--- src/rtl/pipe_pkg.sv ---
// pipe_pkg: scoreboard defaults, forwarding encoding and derived-width helpers
package pipe_pkg;
    localparam int NREG_DEFAULT   = 32;
    localparam int MAXLAT_DEFAULT = 4;
    localparam int FWD_REGFILE    = 0;
    function automatic int lat_w(input int maxlat);
        return $clog2(maxlat + 1);
    endfunction
    function automatic int idx_w(input int nreg);
        return $clog2(nreg);
    endfunction
    function automatic int cnt_w(input int nreg);
        return $clog2(nreg + 1);
    endfunction
endpackage

--- src/rtl/sb_reg_entry.sv ---
// sb_reg_entry: writeback and bypass countdown for one architectural register
module sb_reg_entry #(
    parameter int LW = 3
) (
    input  logic          clk,
    input  logic          rst_n,
    input  logic          flush,
    input  logic          load,
    input  logic [LW-1:0] lat,
    input  logic [LW-1:0] byp,
    output logic [LW-1:0] wb_cnt,
    output logic          busy,
    output logic          byp_busy,
    output logic          busy_nxt
);
    logic [LW-1:0] bp_cnt, wb_nxt, bp_nxt;
    always_comb begin
        wb_nxt = flush ? '0 : load ? lat : wb_cnt - LW'(wb_cnt != '0);
        bp_nxt = flush ? '0 : load ? byp : bp_cnt - LW'(bp_cnt != '0);
    end
    always_ff @(posedge clk or negedge rst_n) begin
        if (!rst_n) begin
            wb_cnt <= '0;
            bp_cnt <= '0;
        end else begin
            wb_cnt <= wb_nxt;
            bp_cnt <= bp_nxt;
        end
    end
    assign busy     = wb_cnt != '0;
    assign byp_busy = bp_cnt != '0;
    assign busy_nxt = wb_nxt != '0;
endmodule

--- src/rtl/pipe_scoreboard.sv ---
// pipe_scoreboard: RAW/WAW issue interlock with per-source bypass stage selection
module pipe_scoreboard
    import pipe_pkg::*;
#(
    parameter int NREG   = NREG_DEFAULT,
    parameter int NSRC   = 2,
    parameter int MAXLAT = MAXLAT_DEFAULT,
    parameter int LW     = lat_w(MAXLAT),
    parameter int AW     = idx_w(NREG)
) (
    input  logic                     clk,
    input  logic                     rst_n,
    input  logic                     issue_valid,
    output logic                     issue_ready,
    input  logic [NSRC*AW-1:0]       issue_src,
    input  logic [NSRC-1:0]          issue_src_en,
    input  logic                     issue_wen,
    input  logic [AW-1:0]            issue_dst,
    input  logic [LW-1:0]            issue_lat,
    input  logic [LW-1:0]            issue_byp,
    input  logic                     flush,
    output logic [NSRC*LW-1:0]       fwd_sel,
    output logic [cnt_w(NREG)-1:0]   pending
);
    localparam int PW = cnt_w(NREG);
    logic [LW-1:0]   wb_cnt [NREG];
    logic [NREG-1:0] busy, byp_busy, busy_nxt;
    logic            eff_wen, raw, waw, accept;
    logic [PW-1:0]   pend_nxt;
    assign wb_cnt[0]   = '0;
    assign busy[0]     = 1'b0;
    assign byp_busy[0] = 1'b0;
    assign busy_nxt[0] = 1'b0;
    // malformed latency pairs behave as a non-writing instruction
    assign eff_wen     = issue_wen && issue_dst != '0 && issue_lat != '0 && issue_byp <= issue_lat;
    assign waw         = eff_wen && wb_cnt[issue_dst] > issue_lat;
    assign issue_ready = !flush && !raw && !waw;
    assign accept      = issue_valid && issue_ready && eff_wen;
    for (genvar r = 1; r < NREG; r++) begin : g_ent
        sb_reg_entry #(.LW(LW)) u_ent (
            .clk      (clk),
            .rst_n    (rst_n),
            .flush    (flush),
            .load     (accept && issue_dst == AW'(r)),
            .lat      (issue_lat),
            .byp      (issue_byp),
            .wb_cnt   (wb_cnt[r]),
            .busy     (busy[r]),
            .byp_busy (byp_busy[r]),
            .busy_nxt (busy_nxt[r])
        );
    end
    always_comb begin
        raw     = 1'b0;
        fwd_sel = {NSRC{LW'(FWD_REGFILE)}};
        for (int s = 0; s < NSRC; s++) begin
            if (issue_src_en[s] && issue_src[s*AW +: AW] != '0) begin
                raw = raw | byp_busy[issue_src[s*AW +: AW]];
                if (busy[issue_src[s*AW +: AW]] && !byp_busy[issue_src[s*AW +: AW]])
                    fwd_sel[s*LW +: LW] = wb_cnt[issue_src[s*AW +: AW]];
            end
        end
    end
    always_comb begin
        pend_nxt = '0;
        for (int i = 0; i < NREG; i++) pend_nxt = pend_nxt + PW'(busy_nxt[i]);
    end
    always_ff @(posedge clk or negedge rst_n) begin
        if (!rst_n) pending <= '0;
        else pending <= pend_nxt;
    end
endmodule

--- config.mk ---
export PLATFORM = sky130hd
export DESIGN_NAME = pipe_scoreboard
export DESIGN_NICKNAME = d
export VERILOG_FILES = /design/src/rtl/pipe_pkg.sv /design/src/rtl/sb_reg_entry.sv /design/src/rtl/pipe_scoreboard.sv
export SDC_FILE = /design/constraint.sdc
export NUM_CORES = 1
export LEC_CHECK = 0
export ABC_AREA = 0
export BUFFER_PORTS_ARGS = -buffer_cell sky130_fd_sc_hd__buf_2
export CORE_MARGIN = 8
export CORE_UTILIZATION = 69
export CTS_CLUSTER_SIZE = 10
export DETAILED_ROUTE_END_ITERATION = 8
export PLACE_DENSITY = 0.89
export RECOVER_POWER = 100
export SYNTH_ARGS = -nofsm -noshare
export SYNTH_HDL_FRONTEND = slang
export SYNTH_SLANG_ARGS = --single-unit
export TNS_END_PERCENT = 100
--- constraint.sdc ---
create_clock -name clk -period 15.65 [get_ports clk]
set_input_delay 2.3475 -clock clk [delete_from_list [all_inputs] [get_ports clk]]
set_output_delay 2.3475 -clock clk [all_outputs]
set_load 0.02 [all_outputs]
==> parameters.txt <==
Parameter                              Value

Routing
  # DRC ... 0
  Detailed-router iteration count before antenna repair ... 6
  Avg Vias per Cell ... 7.10
  Number of nets with antenna violations after detailed routing ... 0
  Vias ... 12700
  Number of design-rule violations left by the first detailed-router iteration ... 1650
  Wire length per cell ... 25.9 um
  Total wire length ... 46.5 mm

Die
  Die area ... 27900 um2
  Die Span Y ... 167 um
  Effective utilization at floorplan ... 69.9%
  Die outline width ... 167 um
  I/O pins ... 41
  Placeable core area ... 22500 um2
  Total number of placement rows ... 55

STA
  Clock Skews ... 0.0142 ns
  Fin crit period ... 12.87 ns
  Worst slew pin tran ... 6.46 ns
  Max-slew violation total from the final report ... 330
  Setup Total Neg Slack ... 0 ns
  Fin crit share ... 82.3%
  Maximum frequency from static timing analysis ... 0.0777 GHz
  Final setup violation count ... 0
  Final Hold Viols ... 0
  Unrepaired setup endpoints after global routing ... no
  Smallest hold slack ... 0.577 ns
  Remaining max-slew budget at the tightest pin ... -330%

GRT
  Vias in the first global route ... 12800
  Maximum number of pins on one net before global-route repair ... 119
  Wire length of the first global-routing pass ... 72.4 mm
  Global-route usage over all layers ... 33.7%
  Initial antenna violation count ... 1
  GRT overflow ... 0

Critical path
  Reg-to-Reg End ... pending[4]
  Data arrival at the endpoint of the critical path ... 13.25 ns
  Type of origin of the critical path ... input pin
  Nature of the critical path endpoint ... flop
  CP Class ... input pin to flop
  Delay of the slowest cell on the worst path ... 1.38 ns
  Worst setup path endpoint ... pending[4]
  Crit path launch ... issue_dst[0]
  Data required time of the worst path ... 16.02 ns
  Cell type with the highest occurrence count on the critical path ... fa_1
  Reg2reg path depth ... 26
  Top fanout value on the critical path ... 27
  Library cell contributing the largest single delay on the critical path ... clkbuf_1
  Reg2reg start ... g_ent[28].u_ent.wb_cnt[1]
  R2R Setup Slk ... 6.11 ns
  Logic depth of the worst setup path including buffers ... 28
  Kind of cell with the highest combined delay on the critical path ... adder cells
  Bufs and invs on worst path ... 4

Synthesis
  Total of flip-flops plus latches after synthesis ... 192
  Synthesis Warnings ... 0
  Simple-Gate Fraction of Synth Area ... 15.7%
  Fraction of the mapped netlist area in compound gates ... 5.07%
  Area of the mapped netlist ... 15700 um2
  Post-Synth Adder-Cell Area ... 11.4%
  Multiplexer share of the synthesized area ... 27.9%
  Fraction of synthesis flops using an asynchronous set or reset pin ... 100%
  Synth unique cells ... 62
  Number of enable-type register cells in the synthesized netlist ... 0
  Instance count of the mapped netlist ... 1517
  Top flip-flop cell by instance count after synthesis ... dfrtp_1
  Sequential share of the synthesized area ... 30.5%
  Total nets after synthesis ... 1675
  Largest family of logic cells by synthesized area ... multiplexers
  Synthesized area per cell ... 10.4 um2
  Share of the synthesized netlist area taken by xor and xnor gates ... 3.62%

Layout
  Commonest non-fill, non-tap cells in the layout ... nor2_1, dfrtp_1, mux2_2
  Post-layout net count ... 1653
  Area added between synthesis and finish ... 4.94%
  Final non-filler cell total ... 1794
  Layout cells sized above 1 ... 22.5%
  Most common cell after layout, fill and taps aside ... nor2_1

Run status
  Result of the run ... complete, but fails checks
  Violated checks ... capacitance limit, slew limit

CTS
  TritonCTS Buffers ... 17
  Hold buffers post-CTS ... 0
  TritonCTS clock tree ... built
  Count of clock tree sinks ... 192
  Clock transition at the register clock pins on the worst setup and hold paths after CTS ... 0.08 ns
  Deepest level of the CTS H-tree ... 4
  Latest clock arrival within the worst-skew pair ... 0.46 ns
  CTS Root Buffer Type ... clkbuf_16
  Number of gates resized after CTS ... 0
  Setup repair bufs after CTS ... 0
  Bufs on Longest Clock Path ... 2

Flow run
  Max-cap viol count ... 7

Placement
  Detailed Place HPWL ... 32.5 mm
  Count of placed standard cells including taps ... 1761
  Global placer's final weighted congestion ... 0.989
  Count of buffers inserted at the top-level ports ... 40

Min path
  Worst hold-check path type ... flop to flop
==> area by class of cell <==
class	count	area, um2
Multi-Input combinational cell	1095	9960
Clock inverter	14	163
Sequential cell	192	4800
Clock buffer	18	439
Timing Repair Buffer	52	267
Tap cell	285	357
Antenna cell	1	2.50
Fill cell	1525	5990
Inverter	137	514
==> flip-flops by register name, summed over array words and instances (netlist names) <==
register,count
g_ent.u_ent.bp_cnt,93
pending,6
g_ent.u_ent.wb_cnt,93
==> synthesized netlist by cell type (9+ instances only) <==
master	number	area, um2
fa_1	23	460
mux2_2	159	1790
dfrtp_1	192	4800
o21ai_0	36	180
a211oi_1	10	75.1
ha_1	107	1340
nand3_1	20	100
nand2b_1	14	87.6
mux4_2	96	2160
buf_2	16	80.1
nand2_1	15	56.3
mux2i_1	41	410
xnor2_1	64	561
clkbuf_1	64	240
nor4_1	34	213
inv_1	133	499
nor3_1	26	130
nor2_1	240	901
and3_1	29	181
nor2b_1	9	56.3
or3_1	65	407
a31oi_1	15	93.8
==> per-stage QoR <==
stage	util [%]	cell area [um2]	worst slack, ns
2_1_floorplan	-	15700	5.02
3_3_place_gp	71.3	16000	4.53
3_5_place_dp	71.3	16000	4.36
4_1_cts	74.0	16600	4.84
5_1_grt	73.4	16500	2.30
6_report	73.4	16500	2.78
==> kinds of logic (layout without fill, tap and decap cells) <==
family | after synthesis | in the layout
AO/OA/AOI/OAI | 117 | 117
XOR/XNOR | 65 | 65
adder cells (fa/ha/maj) | 130 | 130
buffers and inverters | 230 | 221
flip-flops | 192 | 192
multiplexers | 297 | 297
other | 0 | 1
AND/OR/NAND/NOR | 486 | 486
==> tightest hold or removal path, cell delays in order (launching register included) <==
cell     delay, ns
dfrtp_1       0.37
or3_1         0.11
mux2i_1       0.06
==> metal layers <==
metal	up-vias	part of all wire (%)	global-route usage [%]
met5	-	0.073	1.08
met4	2	7.4	24.6
met3	243	11	10.4
met2	884	47	53.2
met1	6191	34	38.2
li1	5425	-	-
==> how the worst min path moves through the flow <==
stage	startpoint	endpoint	slack (ns)	cells past startpoint
6_report	g_ent[3].u_ent.bp_cnt[0]	g_ent[3].u_ent.bp_cnt[0]	0.58	2
3_3_place_gp	g_ent[7].u_ent.bp_cnt[0]	g_ent[7].u_ent.bp_cnt[0]	0.55	2
2_1_floorplan	g_ent[10].u_ent.bp_cnt[0]	g_ent[10].u_ent.bp_cnt[0]	0.53	2
5_1_grt	g_ent[18].u_ent.bp_cnt[0]	g_ent[18].u_ent.bp_cnt[0]	0.60	2
4_1_cts	g_ent[27].u_ent.bp_cnt[0]	g_ent[27].u_ent.bp_cnt[0]	0.58	2
3_5_place_dp	g_ent[27].u_ent.bp_cnt[0]	g_ent[27].u_ent.bp_cnt[0]	0.56	2
Power is not shown: default switching activity piles up to over one toggle a cycle in this logic, so the estimate is an artifact.
